### src/rtl/seq_multiplier_param.sv
// Sequential shift-add multiplier, WIDTH x WIDTH -> 2*WIDTH, with a start/busy/done
// handshake and per-operation signed/unsigned mode. Operates on magnitudes, negates at the end.
module seq_multiplier_param #(
    parameter int WIDTH = 8
) (
    input  logic                 clk,
    input  logic                 rst,
    input  logic                 start,
    input  logic                 signed_mode,
    input  logic [WIDTH-1:0]     multiplicand,
    input  logic [WIDTH-1:0]     multiplier,
    output logic [2*WIDTH-1:0]   product,
    output logic                 sign,
    output logic                 busy,
    output logic                 done
);

    localparam int PW = 2 * WIDTH;
    localparam int CW = $clog2(WIDTH + 1);

    typedef enum logic [1:0] {
        IDLE,
        RUN,
        FINISH
    } state_t;

    state_t          state_q, state_d;
    logic [PW-1:0]   mcand_q, mcand_d;
    logic [WIDTH-1:0] mplier_q, mplier_d;
    logic [PW-1:0]   acc_q, acc_d;
    logic [CW-1:0]   cnt_q, cnt_d;
    logic            neg_q, neg_d;
    logic [PW-1:0]   product_q, product_d;
    logic            sign_q, sign_d;
    logic            done_q, done_d;

    logic [WIDTH-1:0] mag_a, mag_b;

    // The most-negative operand negates to itself, which read unsigned is the correct magnitude.
    always_comb begin
        mag_a = (signed_mode && multiplicand[WIDTH-1]) ? -multiplicand : multiplicand;
        mag_b = (signed_mode && multiplier[WIDTH-1])   ? -multiplier   : multiplier;
    end

    // NOTE: every signal assigned in this block gets a default first so no latch is inferred.
    always_comb begin
        state_d   = state_q;
        mcand_d   = mcand_q;
        mplier_d  = mplier_q;
        acc_d     = acc_q;
        cnt_d     = cnt_q;
        neg_d     = neg_q;
        product_d = product_q;
        sign_d    = sign_q;
        done_d    = 1'b0;

        unique case (state_q)
            IDLE: begin
                if (start) begin
                    mcand_d  = {{WIDTH{1'b0}}, mag_a};
                    mplier_d = mag_b;
                    neg_d    = signed_mode & (multiplicand[WIDTH-1] ^ multiplier[WIDTH-1]);
                    acc_d    = '0;
                    cnt_d    = '0;
                    state_d  = RUN;
                end
            end
            RUN: begin
                if (mplier_q[0]) begin
                    acc_d = acc_q + mcand_q;
                end
                mcand_d  = mcand_q << 1;
                mplier_d = mplier_q >> 1;
                cnt_d    = cnt_q + CW'(1);
                if (cnt_q == CW'(WIDTH - 1)) begin
                    state_d = FINISH;
                end
            end
            FINISH: begin
                product_d = neg_q ? -acc_q : acc_q;
                // A zero product is never reported as negative.
                sign_d    = neg_q && (acc_q != '0);
                done_d    = 1'b1;
                state_d   = IDLE;
            end
            default: begin
                state_d = IDLE;
            end
        endcase
    end

    // NOTE: state registers use non-blocking assignments so all flops update from pre-edge values.
    always_ff @(posedge clk or posedge rst) begin
        if (rst) begin
            state_q   <= IDLE;
            mcand_q   <= '0;
            mplier_q  <= '0;
            acc_q     <= '0;
            cnt_q     <= '0;
            neg_q     <= 1'b0;
            product_q <= '0;
            sign_q    <= 1'b0;
            done_q    <= 1'b0;
        end else begin
            state_q   <= state_d;
            mcand_q   <= mcand_d;
            mplier_q  <= mplier_d;
            acc_q     <= acc_d;
            cnt_q     <= cnt_d;
            neg_q     <= neg_d;
            product_q <= product_d;
            sign_q    <= sign_d;
            done_q    <= done_d;
        end
    end

    assign product = product_q;
    assign sign    = sign_q;
    assign done    = done_q;
    assign busy    = (state_q != IDLE);

endmodule

### config.mk
export PLATFORM = sky130hd
export DESIGN_NAME = seq_multiplier_param
export DESIGN_NICKNAME = d
export VERILOG_FILES = /design/src/rtl/seq_multiplier_param.sv
export SDC_FILE = /design/constraint.sdc
export NUM_CORES = 1
export LEC_CHECK = 0
export CAP_MARGIN = 20
export CORE_MARGIN = 4
export CORE_UTILIZATION = 57
export DETAILED_ROUTE_END_ITERATION = 12
export GPL_ROUTABILITY_DRIVEN = 1
export MAX_ROUTING_LAYER = met4
export PLACE_DENSITY = 0.8
export SKIP_LAST_GASP = 1
export SLEW_MARGIN = 0
export SYNTH_ARGS = -nofsm -noshare
export SYNTH_HDL_FRONTEND = slang
export SYNTH_SLANG_ARGS = --single-unit
export TNS_END_PERCENT = 5
### constraint.sdc
create_clock -name clk -period 3.1 [get_ports clk]
set_clock_uncertainty 0.05 [all_clocks]
set_input_delay 0.93 -clock clk [delete_from_list [all_inputs] [get_ports clk]]
set_output_delay 0.93 -clock clk [all_outputs]
set_load 0.005 [all_outputs]
==> results.yml <==
global_route:
  grt_antenna_before_repair: 0
  grt_pass1_wl_um: 13000
  grt.total_usage_pct: 21.5
  grt_pass1_vias: 2971
  overflow: 0
  grt_max_degree: 66
worst_setup_path:
  cp_data_arrival_time_ns: 2.63
  cpPeakStageDelay_ns: 0.45
  path_cells: "ha_1 > inv_1 > fa_1 > nand2b_1 > a21oi_1 > nor3_1 > o21ba_2 > o21ai_0 > xnor2_1 > o21ai_0"
  start_kind: "flop"
  endpoint_kind: "flop"
  criticalPathCategory: "reg2reg"
  slowest_stage: "dfrtp_1"
  cpMostUsedCell: "o21ai_0"
  startpoint: "acc_q[0]"
  cp_max_fo: 6
  r2r_start: "acc_q[0]"
  cp.required_ns: 3.24
routing:
  vias: 3097
  wl_per_cell_um: 13.9
  drtIter0Drc: 290
  vias_per_cell: 5.65
  ant_nets: 0
  drc: 0
  wirelength_um: 7620
  first_pass_iters: 4
clock_tree:
  cts_setup_buffers: 0
  hold_buffers: 0
  cts_tree: "yes"
  clk_pin_slew_ns: 0.07
  htreeDepth: 3
  post_cts.resized_instances: 0
  cts.sinks: 65
  clk_latency_ns: 0.33
  ctsLongestPathBuffers: 2
  cts-root-buf: "clkbuf_8"
  numCtsBuffers: 9
power_and_ir_drop:
  power_leakage_nw: 1.99
  power.total_w: 0.00438
  p_per_area_nw_per_um2: 989
  peakVddDrop_v: 0.000641
sta:
  worstMarginPinSlew_ns: 0.975
  finalHoldViolCount: 0
  fin_crit_ns: 2.50
  fin_crit_sh_pct: 80.5
  grt_setup_unrepaired: "no"
  fin_setup_tns_ns: 0
  slew_viol_final: 0
  fmax_ghz: 0.401
  maxSlewHeadroom_pct: 35.0
  finalSetupViolations: 0
  holdWs_ns: 0.427
yosys:
  yosys_warnings: 0
  synth.cell_area_um2: 3800
  synth_top_area_share_pct: 42.8
  synth_seq_cells: 65
  synth_edf_count: 0
  synth_cells: 435
  synth_nets: 475
  async_flop_share_pct: 100
  netlist_top_cells_area: "dfrtp_1, o21ai_0, nand2_1"
  ys_seq_area_share_pct: 42.8
  avgSynthCellArea_um2: 8.73
  synth_area_leader_cell: "dfrtp_1"
  synth_cell_types: 45
  synth_ff_type: "dfrtp_1"
finish:
  final_cells: 548
  fin_nets: 507
  drive_above_1_share_pct: 6.37
  multi_input_area_um2: 2030
  syn_to_final_growth_pct: 16.6
  seq_area_um2: 1630
  diodes: 0
  n_fill_cell: 521
flow_run:
  drv_cap: 0
die:
  die_y_um: 89.6
  pin_count: 39
  die_w_um: 89.6
  start_util_pct: 59.1
  core_area_um2: 6420
  die-area_um2: 8030
  row_count: 29
placement:
  hpwl_um: 5650
  dp.cells: 532
  gp_congestion: 0.941
  port_buffers: 38
worst_hold_path:
  hp-start: "product[0]"
  min_path_type: "reg2reg"
run_status:
  outcome: "complete, no violations"
worst paths after layout:
path                       slack (ns)  cells past startpoint         end
hold / removal                   0.43                      2  product[0]
setup / recovery                 0.61                     10   acc_q[12]
max in group asynchronous        1.79                      3  product[7]
hold reg to reg                  0.43                      2  product[0]
setup reg to reg                 0.61                     10   acc_q[12]
min in group asynchronous        0.94                      3  product[3]
routing by layer:
metal  vias up  wire length, µm  GRT usage, %
met5         -                0             -
met4         0              143          9.34
met3        12              302          3.10
met2        72             3770          36.3
met1      1429             3410          25.5
li1       1584                -             -
critical path, delay by kind of cell (launching register included):
kind | cells | cell delay (ns)
compound gates | 4 | 0.77
xor+xnor | 1 | 0.13
fa+ha+maj | 2 | 0.60
buf+inv | 1 | 0.06
flops | 1 | 0.45
simple gates | 2 | 0.30
registers in the layout, summed over array words and instances (netlist names):
| register | cells |
|---|---|
| done | 1 |
| neg_q | 1 |
| state_q | 2 |
| product | 16 |
| mplier_q | 8 |
| sign | 1 |
| cnt_q | 4 |
| mcand_q | 16 |
| acc_q | 16 |
synth_stat cells (2+ instances only):
master	n
nand2b_1	4
nand4_1	2
a21o_1	2
buf_1	2
mux2i_1	5
o21ai_0	64
xor2_1	20
inv_1	18
nor2_1	21
a22oi_1	12
nor3_1	11
dfrtp_1	65
nand3_2	2
o21a_1	3
a21oi_1	17
a31oi_1	5
o31ai_1	8
nor2b_1	5
ha_1	19
nand3_1	18
clkbuf_1	19
o21ai_1	3
nand2_1	75
xnor2_1	14
layout by cell type, fill, tap and decap left out, types with 2 or more instances in the layout:
cell type / instances
nand2_1: 75
dfrtp_1: 65
o21ai_0: 64
clkdlybuf4s50_1: 38
nor2_1: 21
xor2_1: 20
ha_1: 19
nand3_1: 18
a21oi_1: 17
inv_1: 17
xnor2_1: 14
a22oi_1: 12
clkbuf_8: 12
nor3_1: 11
o31ai_1: 8
nor2b_1: 5
a31oi_1: 5
mux2i_1: 5
nand2b_1: 4
o21ai_1: 3
o21a_1: 3
a21o_1: 2
nand4_1: 2
nand3_2: 2
buf_4: 2
logic make-up (layout without fill, tap and decap cells):
logic type	count (synthesis)	count (layout)	share of synthesized area, %
buf+inv	39	75	3.85
fa+ha+maj	20	20	6.79
compound gates	126	126	19.9
mux	5	5	1.32
simple gates	146	146	17.5
xor+xnor	34	34	7.84
flops	65	65	42.8
report_power, final:
part	switching [W]	total [W]	internal, W
Sequential	0.000369	0.00159	0.00122
Combinational	0.00115	0.00214	0.000988
Clock	0.000296	0.000647	0.000350
Total	0.00182	0.00438	0.00256
final cells by class:
class,count,area share [%]
timing repair buffer,42,9.72
clock inverter,2,0.283
tap,77,2.18
clock buffer,13,3.81
sequential,65,36.7
inverter,18,1.53
multi-input combinational,331,45.7
per-stage QoR:
step | worst slack, ns | area, µm² | util [%]
after CTS | 0.646 | 4410 | 68.7
after detailed placement | 0.303 | 4230 | 65.9
after floorplan | 0.494 | 3800 | -
after global placement | 0.312 | 4230 | 65.9
after global routing | 0.392 | 4430 | 68.9
final | 0.605 | 4430 | 68.9
No activity file was read; power rests on OpenSTA's default activity.
